**src/rtl/im_stage_pkg.sv**
```systemverilog
// im_stage_pkg: shared size encodings, FSM states and counter sizing for the memory stage
package im_stage_pkg;
   localparam logic [2:0] SZ_B  = 3'b000;
   localparam logic [2:0] SZ_H  = 3'b001;
   localparam logic [2:0] SZ_W  = 3'b010;
   localparam logic [2:0] SZ_BU = 3'b100;
   localparam logic [2:0] SZ_HU = 3'b101;

   typedef enum logic {ST_IDLE = 1'b0, ST_WAIT = 1'b1} state_t;

   function automatic int cnt_width(input int timeout);
      return (timeout <= 1) ? 1 : $clog2(timeout + 1);
   endfunction
endpackage

```
**src/rtl/im_stage_lsu_align.sv**
```systemverilog
// im_stage_lsu_align: store byte-lane placement, load extraction/extension and misalignment check
module im_stage_lsu_align
   import im_stage_pkg::*;
#(
   parameter int WIDTH = 32
) (
   input  logic [2:0]       size,
   input  logic [1:0]       addr,
   input  logic [WIDTH-1:0] st_data,
   input  logic [WIDTH-1:0] rdata,
   output logic [3:0]       be,
   output logic [WIDTH-1:0] wdata,
   output logic [WIDTH-1:0] ld_data,
   output logic             misaligned
);
   logic       is_b;
   logic       is_h;
   logic [7:0] rd_byte;
   logic [15:0] rd_half;

   // lane steering in both directions; BU/HU share the alignment rules of B/H
   always_comb begin
      is_b       = (size == SZ_B) || (size == SZ_BU);
      is_h       = (size == SZ_H) || (size == SZ_HU);
      misaligned = is_h ? addr[0] : (is_b ? 1'b0 : |addr);
      be         = is_b ? 4'b0001 << addr : (is_h ? 4'b0011 << {addr[1], 1'b0} : 4'b1111);
      wdata      = is_b ? {(WIDTH/8){st_data[7:0]}} : (is_h ? {(WIDTH/16){st_data[15:0]}} : st_data);
      rd_byte    = 8'(rdata >> {addr, 3'b000});
      rd_half    = 16'(rdata >> {addr[1], 4'b0000});
      ld_data    = (size == SZ_B)  ? {{(WIDTH-8){rd_byte[7]}}, rd_byte} :
                   (size == SZ_BU) ? {{(WIDTH-8){1'b0}}, rd_byte} :
                   (size == SZ_H)  ? {{(WIDTH-16){rd_half[15]}}, rd_half} :
                   (size == SZ_HU) ? {{(WIDTH-16){1'b0}}, rd_half} : rdata;
   end
endmodule

```
**src/rtl/im_stage.sv**
```systemverilog
// im_stage: memory-access stage; drives the data bus, stalls while waiting, fills the MEM/WB register
module im_stage
   import im_stage_pkg::*;
#(
   parameter int WIDTH       = 32,
   parameter int I_ADD_SIZE  = 32,
   parameter int RF_ADD_SIZE = 5,
   parameter int TIMEOUT     = 255
) (
   input  logic                   i_clk,
   input  logic                   i_rstn,
   input  logic [WIDTH-1:0]       i_im_alu_out,
   input  logic [WIDTH-1:0]       i_im_write_data,
   input  logic                   i_im_mem_we,
   input  logic                   i_im_mem_re,
   input  logic [2:0]             i_im_mem_size,
   input  logic                   i_im_rf_we_ctrl,
   input  logic [2:0]             i_im_rf_wb_src_ctrl,
   input  logic [WIDTH-1:0]       i_im_sx_data,
   input  logic [I_ADD_SIZE-1:0]  i_im_pc_plus_4,
   input  logic [WIDTH-1:0]       i_im_bu_next_dest_jb,
   input  logic [RF_ADD_SIZE-1:0] i_im_dst,
   output logic [WIDTH-1:0]       o_m_alu_out,
   output logic                   o_im_stall,
   output logic                   o_dmem_req,
   output logic                   o_dmem_we,
   output logic [WIDTH-1:0]       o_dmem_addr,
   output logic [WIDTH-1:0]       o_dmem_wdata,
   output logic [3:0]             o_dmem_be,
   input  logic                   i_dmem_ack,
   input  logic [WIDTH-1:0]       i_dmem_rdata,
   output logic [WIDTH-1:0]       o_iwb_alu_out,
   output logic [WIDTH-1:0]       o_iwb_load_data,
   output logic [WIDTH-1:0]       o_iwb_sx_data,
   output logic [WIDTH-1:0]       o_iwb_bu_next_dest_jb,
   output logic [I_ADD_SIZE-1:0]  o_iwb_pc_plus_4,
   output logic                   o_iwb_rf_we_ctrl,
   output logic [2:0]             o_iwb_rf_wb_src_ctrl,
   output logic [RF_ADD_SIZE-1:0] o_iwb_dst,
   output logic                   o_iwb_misaligned,
   output logic                   o_iwb_bus_err
);
   localparam int             CW     = cnt_width(TIMEOUT);
   localparam logic [CW-1:0]  T_LAST = CW'((TIMEOUT == 0) ? 0 : TIMEOUT - 1);

   state_t          state, state_n;
   logic [CW-1:0]   cnt, cnt_n;
   logic            mem_op, is_load, mis, mis_op, hit, abort, ld_done;
   logic [3:0]      st_be;
   logic [WIDTH-1:0] st_wdata, ld_ext;

   im_stage_lsu_align #(.WIDTH(WIDTH)) u_align (
      .size       (i_im_mem_size),
      .addr       (i_im_alu_out[1:0]),
      .st_data    (i_im_write_data),
      .rdata      (i_dmem_rdata),
      .be         (st_be),
      .wdata      (st_wdata),
      .ld_data    (ld_ext),
      .misaligned (mis)
   );

   assign mem_op       = i_im_mem_we | i_im_mem_re;
   assign is_load      = i_im_mem_re & ~i_im_mem_we;
   assign mis_op       = mem_op & mis;
   assign o_m_alu_out  = i_im_alu_out;
   assign o_dmem_addr  = {i_im_alu_out[WIDTH-1:2], 2'b00};
   assign o_dmem_we    = o_dmem_req & i_im_mem_we;
   assign o_dmem_be    = i_im_mem_we ? st_be : 4'b1111;
   assign o_dmem_wdata = st_wdata;

   // state and WAIT-cycle counter; reset abandons any outstanding access
   always_ff @(posedge i_clk or negedge i_rstn) begin
      if (!i_rstn) begin
         state <= ST_IDLE;
         cnt   <= '0;
      end else begin
         state <= state_n;
         cnt   <= cnt_n;
      end
   end

   // request/timeout decode; ack wins over a timeout landing in the same cycle
   always_comb begin
      state_n    = state;
      cnt_n      = cnt;
      o_dmem_req = 1'b0;
      hit        = 1'b0;
      if (state == ST_IDLE) begin
         o_dmem_req = i_rstn & mem_op & ~mis;
         state_n    = (o_dmem_req & ~i_dmem_ack) ? ST_WAIT : ST_IDLE;
         cnt_n      = '0;
      end else begin
         o_dmem_req = i_rstn;
         hit        = (TIMEOUT != 0) && (cnt == T_LAST);
         state_n    = (i_dmem_ack | hit) ? ST_IDLE : ST_WAIT;
         cnt_n      = (&cnt) ? cnt : cnt + CW'(1);
      end
      abort      = hit & ~i_dmem_ack;
      ld_done    = is_load & o_dmem_req & i_dmem_ack;
      o_im_stall = o_dmem_req & ~i_dmem_ack & ~hit;
   end

   // MEM/WB register: bubbles while stalled so each instruction retires once
   always_ff @(posedge i_clk or negedge i_rstn) begin
      if (!i_rstn) begin
         o_iwb_alu_out         <= '0;
         o_iwb_load_data       <= '0;
         o_iwb_sx_data         <= '0;
         o_iwb_bu_next_dest_jb <= '0;
         o_iwb_pc_plus_4       <= '0;
         o_iwb_rf_we_ctrl      <= 1'b0;
         o_iwb_rf_wb_src_ctrl  <= '0;
         o_iwb_dst             <= '0;
         o_iwb_misaligned      <= 1'b0;
         o_iwb_bus_err         <= 1'b0;
      end else begin
         o_iwb_alu_out         <= o_im_stall ? '0 : i_im_alu_out;
         o_iwb_load_data       <= ld_done ? ld_ext : '0;
         o_iwb_sx_data         <= o_im_stall ? '0 : i_im_sx_data;
         o_iwb_bu_next_dest_jb <= o_im_stall ? '0 : i_im_bu_next_dest_jb;
         o_iwb_pc_plus_4       <= o_im_stall ? '0 : i_im_pc_plus_4;
         o_iwb_rf_we_ctrl      <= ~o_im_stall & i_im_rf_we_ctrl & ~mis_op & ~abort;
         o_iwb_rf_wb_src_ctrl  <= o_im_stall ? '0 : i_im_rf_wb_src_ctrl;
         o_iwb_dst             <= o_im_stall ? '0 : i_im_dst;
         o_iwb_misaligned      <= mis_op;
         o_iwb_bus_err         <= abort;
      end
   end
endmodule

```
**config.mk**
```make
export PLATFORM = sky130hd
export DESIGN_NAME = im_stage
export DESIGN_NICKNAME = d
export VERILOG_FILES = /design/src/rtl/im_stage_pkg.sv /design/src/rtl/im_stage_lsu_align.sv /design/src/rtl/im_stage.sv
export SDC_FILE = /design/constraint.sdc
export NUM_CORES = 1
export LEC_CHECK = 0
export CORE_AREA = 2 2 190 192
export DETAILED_ROUTE_END_ITERATION = 7
export DIE_AREA = 0 0 192 194
export PLACE_DENSITY = 0.5
export SYNTH_ARGS = -nofsm -noshare
export SYNTH_HDL_FRONTEND = slang
export SYNTH_SLANG_ARGS = --single-unit
```
**constraint.sdc**
```tcl
create_clock -name i_clk -period 3.56 [get_ports i_clk]
set_input_delay 0.534 -clock i_clk [delete_from_list [all_inputs] [get_ports i_clk]]
set_output_delay 0.534 -clock i_clk [all_outputs]
set_load 0.05 [all_outputs]
```
==> results_dict.tcl <==
set metrics [dict create \
    tightest_slew_ns 0.9078 \
    max_freq_mhz 345.2 \
    setup_violations 0 \
    critPathKind "in -> out" \
    grt_pass1_vias 6358 \
    period_minus_slack_ns 2.897 \
    r2r-start "cnt[0]" \
    synth_area_leaders "dfrtp_1, and2_1, buf_4" \
    seqCellArea_sq_mm 0.004504 \
    routabilityCongestion 0.7857 \
    slew_headroom 0.3948 \
    syn_inst 650 \
    hold_viol 0 \
    finalMaxSlewViolations 0 \
    synth_cell_types 50 \
    vias_per_cell 4.029 \
    required_ns 3.03 \
    hpwl_um 21850 \
    initialDrtViolationCount 239 \
    route.vias.total 6161 \
    cap_violations 0 \
    hold_buffers 1 \
    setup_ws_ns 0.6632 \
    cts_num_sinks 180 \
    p_leak_nw 5.460 \
    rsz0062_at_grt "no" \
    multi_input_area_sq_mm 0.002308 \
    synth_edf_count 0 \
    clockBufferDepth 2 \
    io_buffers 480 \
    finalCritPeriodShare 0.8137 \
    insertion_delay_ns 0.43 \
    wl_um 27990 \
    post_cts_buffers 0 \
    grt_pass1_wl_um 40630 \
    crit_start "i_rstn" \
    peakVddDrop_mv 0.2846 \
    antenna_found_initial 0 \
    status "completed" \
    dieArea_sq_mm 0.03725 \
    netlist_area_sq_mm 0.007610 \
    fin_setup_tns_ns 0 \
    power.total_mw 5.797 \
    endpoint "o_im_stall" \
    async_reset_ff_frac 1.000 \
    core_sq_mm 0.03522 \
    place_ws_ns 0.6569 \
    die_w_um 192 \
    htreeDepth 4 \
    synth_flop_cell "dfrtp_1" \
    wl_per_cell_um 18.30 \
    pwr_density_cell_mw_per_mm2 445.3 \
    fin_skew_ns 0.01693 \
    grt_overflow 0 \
    end_kind "output port" \
    yosysWarnings 0 \
    ys_seq_area_frac 0.5919 \
    synth_area_leader_cell "dfrtp_1" \
    die_h_um 194 \
    cts_tree "done" \
    layout-drive-gt1-share 0.08240 \
    cp_max_fo 25 \
    drt-pass1-iter-count 4 \
    r2r_setup_slack_ns 1.35 \
    io_pins 483 \
    diodes 0 \
    num_rows 69 \
    drc_errors 0 \
    initial_utilization 0.2160 \
    fin_area_sq_mm 0.01302 \
    grt_start_max_net_pins 114 \
    cts-buffers-inserted 17 \
    worstSetupStartpointType "input pin" \
    gr-usage-all-layers 0.1468 \
    cts.repair.resized 0 \
    nFillCells 3511 \
    synth_top_cells_by_count "dfrtp_1, and2_1, buf_4" \
    cp.arrival_ns 2.36 \
    clk_root_buffer_cell "clkbuf_16" \
    rr_endpoint "o_iwb_sx_data[19]" \
    path_clk_slew_ns 0.08 \
    placed_area_sq_mm 0.01241 \
    synth_area_per_cell_sq_um 11.71 \
    ant_nets 0 \
    area_growth_pct 71.08 \
    ys_ff_latch 180 \
    hold_class "in -> async" \
    synth_top_area_frac 0.5919 \
    fin_nets 1266 \
    reg2regPathDepth 7 \
    synth.most_common_cell "dfrtp_1" \
    whs_ns 0.5086 \
]
[cell type report]
class | instances | share of cell area
clock inverter | 14 | 0.01288
inverter | 13 | 0.003748
multi-input combinational | 348 | 0.1773
clock buffer | 18 | 0.03297
timing repair buffer | 495 | 0.3828
sequential | 180 | 0.3460
tap | 461 | 0.04431
[stage by stage]
stage | util | cells
4_1_cts | 0.3696 | 1529
6_report | 0.3696 | 1529
5_1_grt | 0.3696 | 1529
2_1_floorplan | - | 651
3_5_place_dp | 0.3524 | 1496
3_3_place_gp | 0.3524 | 1496
[sequential cells by signal (all words and copies together), names as in the netlist]
signal                 cells
o_iwb_misaligned           1
o_iwb_bus_err              1
state                      1
o_iwb_load_data           32
o_iwb_pc_plus_4           32
o_iwb_rf_we_ctrl           1
o_iwb_sx_data             32
o_iwb_rf_wb_src_ctrl       3
o_iwb_dst                  5
o_iwb_alu_out             32
o_iwb_bu_next_dest_jb     32
cnt                        8
[power breakdown]
| part | total, mW | switching, mW | internal, mW |
|---|---|---|---|
| logic | 1.66 | 1.03 | 0.635 |
| clock network | 1.93 | 0.873 | 1.06 |
| registers | 2.20 | 0.0366 | 2.16 |
| total | 5.80 | 1.94 | 3.86 |
[cells by family (layout without fill, tap and decap cells)]
group                    count (synthesis)  count (layout)  share of synthesized area
adder cells (fa/ha/maj)                  2               2                   0.003288
XOR/XNOR                                 2               2                   0.002302
multiplexers                            24              24                    0.04702
AND/OR/NAND/NOR                        253             253                     0.1823
buffers and inverters                  123             540                     0.1062
other                                    1               2                  0.0004928
flip-flops                             180             180                     0.5919
AO/OA/AOI/OAI                           65              65                    0.06643
[routing by layer]
layer | global-route usage | share of wire | vias up
li1 | - | - | 2864
met1 | 0.1676 | 0.39 | 2990
met2 | 0.2615 | 0.51 | 293
met3 | 0.04941 | 0.091 | 14
met4 | 0.03619 | 0.010 | 0
met5 | 0 | 0 | -
[critical path: stages]
cell and delay (ns):
dlygate4sd3_1 0.54, clkbuf_8 0.22, o21a_1 0.16, a32o_1 0.31, nand2_4 0.22, inv_1 0.15
buf_4 0.21
[how the worst min path moves through the flow]
stage                      start  cells after the start     end  slack [ns]
after global routing      i_rstn                      2  cnt[2]        0.50
after CTS                 i_rstn                      2   state        0.49
after global placement    i_rstn                      1   state        0.39
after detailed placement  i_rstn                      1  cnt[3]        0.39
final                     i_rstn                      2   state        0.51
after floorplan           i_rstn                      0  cnt[0]        0.24
[cell usage in the layout (no fill, tap or decap), drive strengths merged, types with 3 or more instances in the layout]
master / instances
and2: 139
nor2: 37
clkdlybuf4s50: 465
a31oi: 3
a2111oi: 7
a221oi: 8
clkinv: 3
inv: 20
a21oi: 5
dfrtp: 180
o21ai: 16
o22ai: 16
clkbuf: 19
nor3: 16
nand2: 43
mux2i: 8
buf: 28
mux2: 8
mux4: 8
Power figures use the tool's default switching activity.
